[src/rtl/id_exe_reg.sv]
// ID/EXE pipeline register: captures decoded instruction fields, gates control
// bits by the condition check, and inserts counted bubbles on (deferred) flush.
module id_exe_reg #(
  parameter int unsigned CNT_W = 16
) (
  input  logic              clk,
  input  logic              rst_n,
  input  logic              freeze,
  input  logic              flush,
  input  logic              cond_ok,
  input  logic              wb_en_in,
  input  logic              mem_r_en_in,
  input  logic              mem_w_en_in,
  input  logic              b_in,
  input  logic              s_in,
  input  logic [3:0]        exe_cmd_in,
  input  logic [31:0]       pc_in,
  input  logic [31:0]       val_rn_in,
  input  logic [31:0]       val_rm_in,
  input  logic [3:0]        dest_in,
  input  logic [3:0]        src1_in,
  input  logic [3:0]        src2_in,
  input  logic              imm_in,
  input  logic [11:0]       shift_operand_in,
  input  logic [23:0]       signed_imm_24_in,
  input  logic [3:0]        status_in,
  output logic              wb_en_out,
  output logic              mem_r_en_out,
  output logic              mem_w_en_out,
  output logic              b_out,
  output logic              s_out,
  output logic [3:0]        exe_cmd_out,
  output logic [31:0]       pc_out,
  output logic [31:0]       val_rn_out,
  output logic [31:0]       val_rm_out,
  output logic [3:0]        dest_out,
  output logic [3:0]        src1_out,
  output logic [3:0]        src2_out,
  output logic              imm_out,
  output logic [11:0]       shift_operand_out,
  output logic [23:0]       signed_imm_24_out,
  output logic [3:0]        status_out,
  output logic              valid_out,
  output logic [CNT_W-1:0]  bubble_cnt
);

  logic pending_flush;
  logic bubble_c;
  logic cnt_sat_c;

  // A flush seen while frozen is remembered and merged with any live flush.
  assign bubble_c  = flush | pending_flush;
  assign cnt_sat_c = &bubble_cnt;

  always_ff @(posedge clk or negedge rst_n) begin
    if (!rst_n) begin
      wb_en_out         <= 1'b0;
      mem_r_en_out      <= 1'b0;
      mem_w_en_out      <= 1'b0;
      b_out             <= 1'b0;
      s_out             <= 1'b0;
      exe_cmd_out       <= 4'd0;
      pc_out            <= 32'd0;
      val_rn_out        <= 32'd0;
      val_rm_out        <= 32'd0;
      dest_out          <= 4'd0;
      src1_out          <= 4'd0;
      src2_out          <= 4'd0;
      imm_out           <= 1'b0;
      shift_operand_out <= 12'd0;
      signed_imm_24_out <= 24'd0;
      status_out        <= 4'd0;
      valid_out         <= 1'b0;
      bubble_cnt        <= '0;
      pending_flush     <= 1'b0;
    end else if (freeze) begin
      if (flush) begin
        pending_flush <= 1'b1;
      end
    end else if (bubble_c) begin
      // Bubble: kill control and ALU command, leave operands as they were.
      wb_en_out     <= 1'b0;
      mem_r_en_out  <= 1'b0;
      mem_w_en_out  <= 1'b0;
      b_out         <= 1'b0;
      s_out         <= 1'b0;
      exe_cmd_out   <= 4'd0;
      valid_out     <= 1'b0;
      pending_flush <= 1'b0;
      if (!cnt_sat_c) begin
        bubble_cnt <= bubble_cnt + CNT_W'(1);
      end
    end else begin
      wb_en_out         <= wb_en_in & cond_ok;
      mem_r_en_out      <= mem_r_en_in & cond_ok;
      mem_w_en_out      <= mem_w_en_in & cond_ok;
      b_out             <= b_in & cond_ok;
      s_out             <= s_in & cond_ok;
      exe_cmd_out       <= exe_cmd_in;
      pc_out            <= pc_in;
      val_rn_out        <= val_rn_in;
      val_rm_out        <= val_rm_in;
      dest_out          <= dest_in;
      src1_out          <= src1_in;
      src2_out          <= src2_in;
      imm_out           <= imm_in;
      shift_operand_out <= shift_operand_in;
      signed_imm_24_out <= signed_imm_24_in;
      status_out        <= status_in;
      valid_out         <= cond_ok;
    end
  end

endmodule

[config.mk]
export PLATFORM = sky130hd
export DESIGN_NAME = id_exe_reg
export DESIGN_NICKNAME = d
export VERILOG_FILES = /design/src/rtl/id_exe_reg.sv
export SDC_FILE = /design/constraint.sdc
export NUM_CORES = 1
export LEC_CHECK = 0
export ABC_AREA = 0
export CORE_MARGIN = 2
export CORE_UTILIZATION = 40
export DETAILED_ROUTE_END_ITERATION = 12
export PLACE_DENSITY = 0.9
export SETUP_SLACK_MARGIN = 0.05
export SKIP_CTS_REPAIR_TIMING = 1
export SYNTH_ARGS = -nofsm -noshare
export SYNTH_HDL_FRONTEND = slang
export SYNTH_SLANG_ARGS = --single-unit
[constraint.sdc]
create_clock -name clk -period 2 [get_ports clk]
set_input_delay 0.2 -clock clk [delete_from_list [all_inputs] [get_ports clk]]
set_output_delay 0.2 -clock clk [all_outputs]
set_load 0.01 [all_outputs]
* Yosys cells after proc, flatten, opt, wreduce, memory -nomap -nowiden *
Cells that the tools add are included.

operators by class
  bitwise operators = 9
  reductions and logical operators = 5
  add/sub/neg operators = 1
  equal/unequal tests = 1
  muxes and demuxes = 10

operators with widths
  operator               count
  $add 16x1->16 const B  1
  $reduce_and 16->1      1
  $mux 1                 9
  $and 1x1->1            5
  $mux 4                 1
  $reduce_and 2->1       2
  $not 1->1              3
  $reduce_and 3->1       1
  $ne 2x1->1 const B     1
  $reduce_bool 2->1      1
  $or 1x1->1             1

word-level totals
  word-level logic and storage cells = 45
  register bits after elaboration = 176

* Depth between registers and ports, before layout *
  word-level depth = 3
  gate-level depth with buffers = 5
  depth with buffers taken out = 5

* Least setup slack after synthesis *
Ideal clock, no wire load.

  kind = reg-to-reg
  start point = register bubble_cnt[0]
  end point = register bubble_cnt[1]
  path slack = 0.163 ns
  data arrival time = 1.712 ns
  stages on the path, launching flop included = 6
  library setup time = 0.125 ns
  buffers on the path = 0
  period minus slack after synthesis = 1.837 ns
  required time = 1.875 ns
  path through = dfrtp_1 -> ha_1 -> nand4_1 -> or4_4 -> nor2b_4 -> mux2_4

between the ends
  word-level cells in the longest chain between the ends = 3
  elaborated cells between the ends (all ways) = 4

ends and longest elaborated chain
  element                                                line  source
  from (decl)                                            44    output logic [CNT_W-1:0] bubble_cnt
  from (signal assigned)                                 91    bubble_cnt <= bubble_cnt + CNT_W'(1);
  branches (longest 3 deep; another with $add 16x1->16)  n/a

Parallel ways; which one is timed is not known.
A chain may end at the register's enable or synchronous reset.

* Worst setup path after layout *
Same ends and word-level chain as after synthesis.

==> impl_metrics.csv <==
group,metric,value,unit
setup_path,rr_endpoint,"bubble_cnt[1]",
global_routing,grt_max_degree,58,
hold_path,hold_class,"in -> async",
floorplan,rows,47,
synthesis,ys_seq_area_frac,0.655,
placement,place_congestion,0.844,
placement,hpwl,14000,um
placement,place_inst,987,
synthesis,netlist_area,0.00673,mm^2
floorplan,die_area,0.0179,mm^2
drt,avgViaCountPerCell,4.87,
timing,rsz0062_at_grt,"no",
synthesis,synth_fp_nets,582,
setup_path,path_class,"reg -> reg",
floorplan,die_width,134,um
finish,fin_nets,951,
power_and_ir_drop,p_per_area,977,mW/mm^2
cts,insertion_delay,420,ps
synthesis,synth_warnings,0,
synthesis,synth.top_cell.area_share,0.655,
timing,hold_viol_final,0,
drt,drt_iter0_markers,161,
finish,syn_to_final_growth,65.6,%
placement,port_buffers,337,
drt,totalWireLength,18400,um
cts,root_buffer,"clkbuf_16",
global_routing,grt_pass1_wl,29000,um
timing,period_share,0.926,
synthesis,syn_inst,418,
finish,antennaDiodeCount,0,
synthesis,async_reset_ff_frac,1.00,
drt,postRouteAntennaNets,0,
finish,drive_gt1_frac,0.276,
synthesis,synth_cell_type_count,36,
global_routing,first_global_vias,5520,
setup_path,arrival,2150,ps
synthesis,synth_area_per_cell,16.1,um^2
setup_path,path_max_fanout,4,
cts,cts_sinks,176,
power_and_ir_drop,power,10.9,mW
power_and_ir_drop,vdd_drop_max,0.539,mV
drt,drc_errors,0,
cts,htree_levels,4,
job,cap_violations,0,
floorplan,num_io_pins,338,
setup_path,r2r_slack,150,ps
cts,cts_buffers,17,
finish,finish.instance_area,0.0111,mm^2
timing,fmax,540,MHz
timing,slew_viol_final,0,
timing,post-route-min-period,1850,ps
timing,finalSetupViolCount,0,
timing,skew,8.42,ps
setup_path,reg2regPathDepth,5,
finish,utilization,0.674,
synthesis,synth_flop_cell,"dfrtp_1",
cts,clockBufferDepth,2,
setup_path,crit_required,2300,ps
synthesis,synth.most_common_cell,"dfrtp_1",
synthesis,yosysTopAreaCell,"dfrtp_1",
synthesis,synth_edf_count,0,
global_routing,antenna_found_initial,0,
synthesis,ys_top_cells_by_count,"dfrtp_1 (176), mux2_2 (150), buf_2 (11), nand3_1 (8), clkbuf_1 (7)",
timing,slew_headroom,0.627,
synthesis,ys_ff_latch,176,
power_and_ir_drop,total_leakage_power,4.56,nW
floorplan,core-area,0.0165,mm^2
drt,wire_per_inst,18.0,um
global_routing,grtUsageTotal,0.210,
global_routing,grt.overflow.total,0,
setup_path,reg2reg_from,"bubble_cnt[0]",
floorplan,start_util,0.407,
setup_path,endpoint_kind,"register",
drt,num_vias,4966,
floorplan,die_y,134,um
cts,clk_pin_slew,70,ps
finish,finalNonFillerCells,1020,
drt,dr.pass1.iters,4,
timing,tns,0,ps
synthesis,synth_area_leaders,"dfrtp_1 (65%), mux2_2 (25%), buf_2 (0.82%)",
cts,cts_tree,"built",
timing,worst_pin_slew,560,ps
outcome,status,"finished, final reports clean",
setup_path,critPathLaunchType,"register",
placement,placed_cell_area,0.0106,mm^2
## power breakdown
part	switching (mW)	internal, mW
clock network	1.40	1.63
registers	0.411	4.23
logic	1.17	2.05
total	2.98	7.91
## final cells by class
cell class / count / area (um^2)
fillers: 1173 / 5380
flip-flops and latches: 176 / 4400
repair buffers: 368 / 3680
multi-input cells: 220 / 2230
clock buffers: 21 / 450
well taps: 220 / 275
clock inverters: 11 / 82.6
inverters: 4 / 15.0
## metal layers
| metal | GRT usage | wire (um) | vias up |
|---|---|---|---|
| met5 | 0 | 0 | - |
| met4 | 0.0969 | 559 | 0 |
| met3 | 0.0795 | 1630 | 45 |
| met2 | 0.362 | 9730 | 231 |
| met1 | 0.230 | 6470 | 2442 |
| li1 | - | - | 2248 |
## sequential cells by signal, summed over array words and instances, names as in the netlist, 12 cells and up
name,cells
signed_imm_24_out,24
val_rm_out,32
shift_operand_out,12
val_rn_out,32
pc_out,32
bubble_cnt,16
## layout by cell type, fill, tap and decap left out, types with 4 or more instances in the layout
cell	count
inv_1	4
clkbuf_16	17
clkinvlp_4	5
clkdlybuf4s50_1	336
nand3_1	8
buf_4	24
nand2_1	5
a32o_1	5
a22o_1	5
buf_12	6
dfrtp_1	176
o21a_1	5
mux2_2	150
nand4_1	5
## worst max-delay path, stage by stage (launching register included)
cell	delay (ps)
dfrtp_1	350
ha_1	230
nand4_1	180
or4_4	540
nor2b_4	160
mux2_4	290
## cell families after synthesis
| family | Yosys count | synth area share |
|---|---|---|
| flip-flops | 176 | 0.655 |
| multiplexers | 152 | 0.255 |
| AND/OR/NAND/NOR | 39 | 0.0392 |
| AO/OA/AOI/OAI | 23 | 0.0286 |
| buffers and inverters | 22 | 0.0143 |
| XOR/XNOR | 5 | 0.00651 |
| adder cells (fa/ha/maj) | 1 | 0.00186 |
## how the worst max path moves through the flow
stage / start / to / slack, ps
floorplan: bubble_cnt[0] / bubble_cnt[1] / 160
global placement: freeze / shift_operand_out[10] / 80
detailed placement: freeze / src1_out[0] / 50
CTS: bubble_cnt[0] / bubble_cnt[1] / 150
global route: bubble_cnt[0] / bubble_cnt[1] / 80
finish: bubble_cnt[0] / bubble_cnt[1] / 150
## per-stage QoR
| step | setup WS, ps | hold slack [ps] |
|---|---|---|
| after detailed placement | 53.4 | 214 |
| after CTS | 155 | -239 |
| final | 148 | 328 |
| after global placement | 79.8 | 214 |
| after floorplan | 163 | -95.6 |
| after global routing | 82.1 | 370 |
Power figures use the tool's default switching activity.
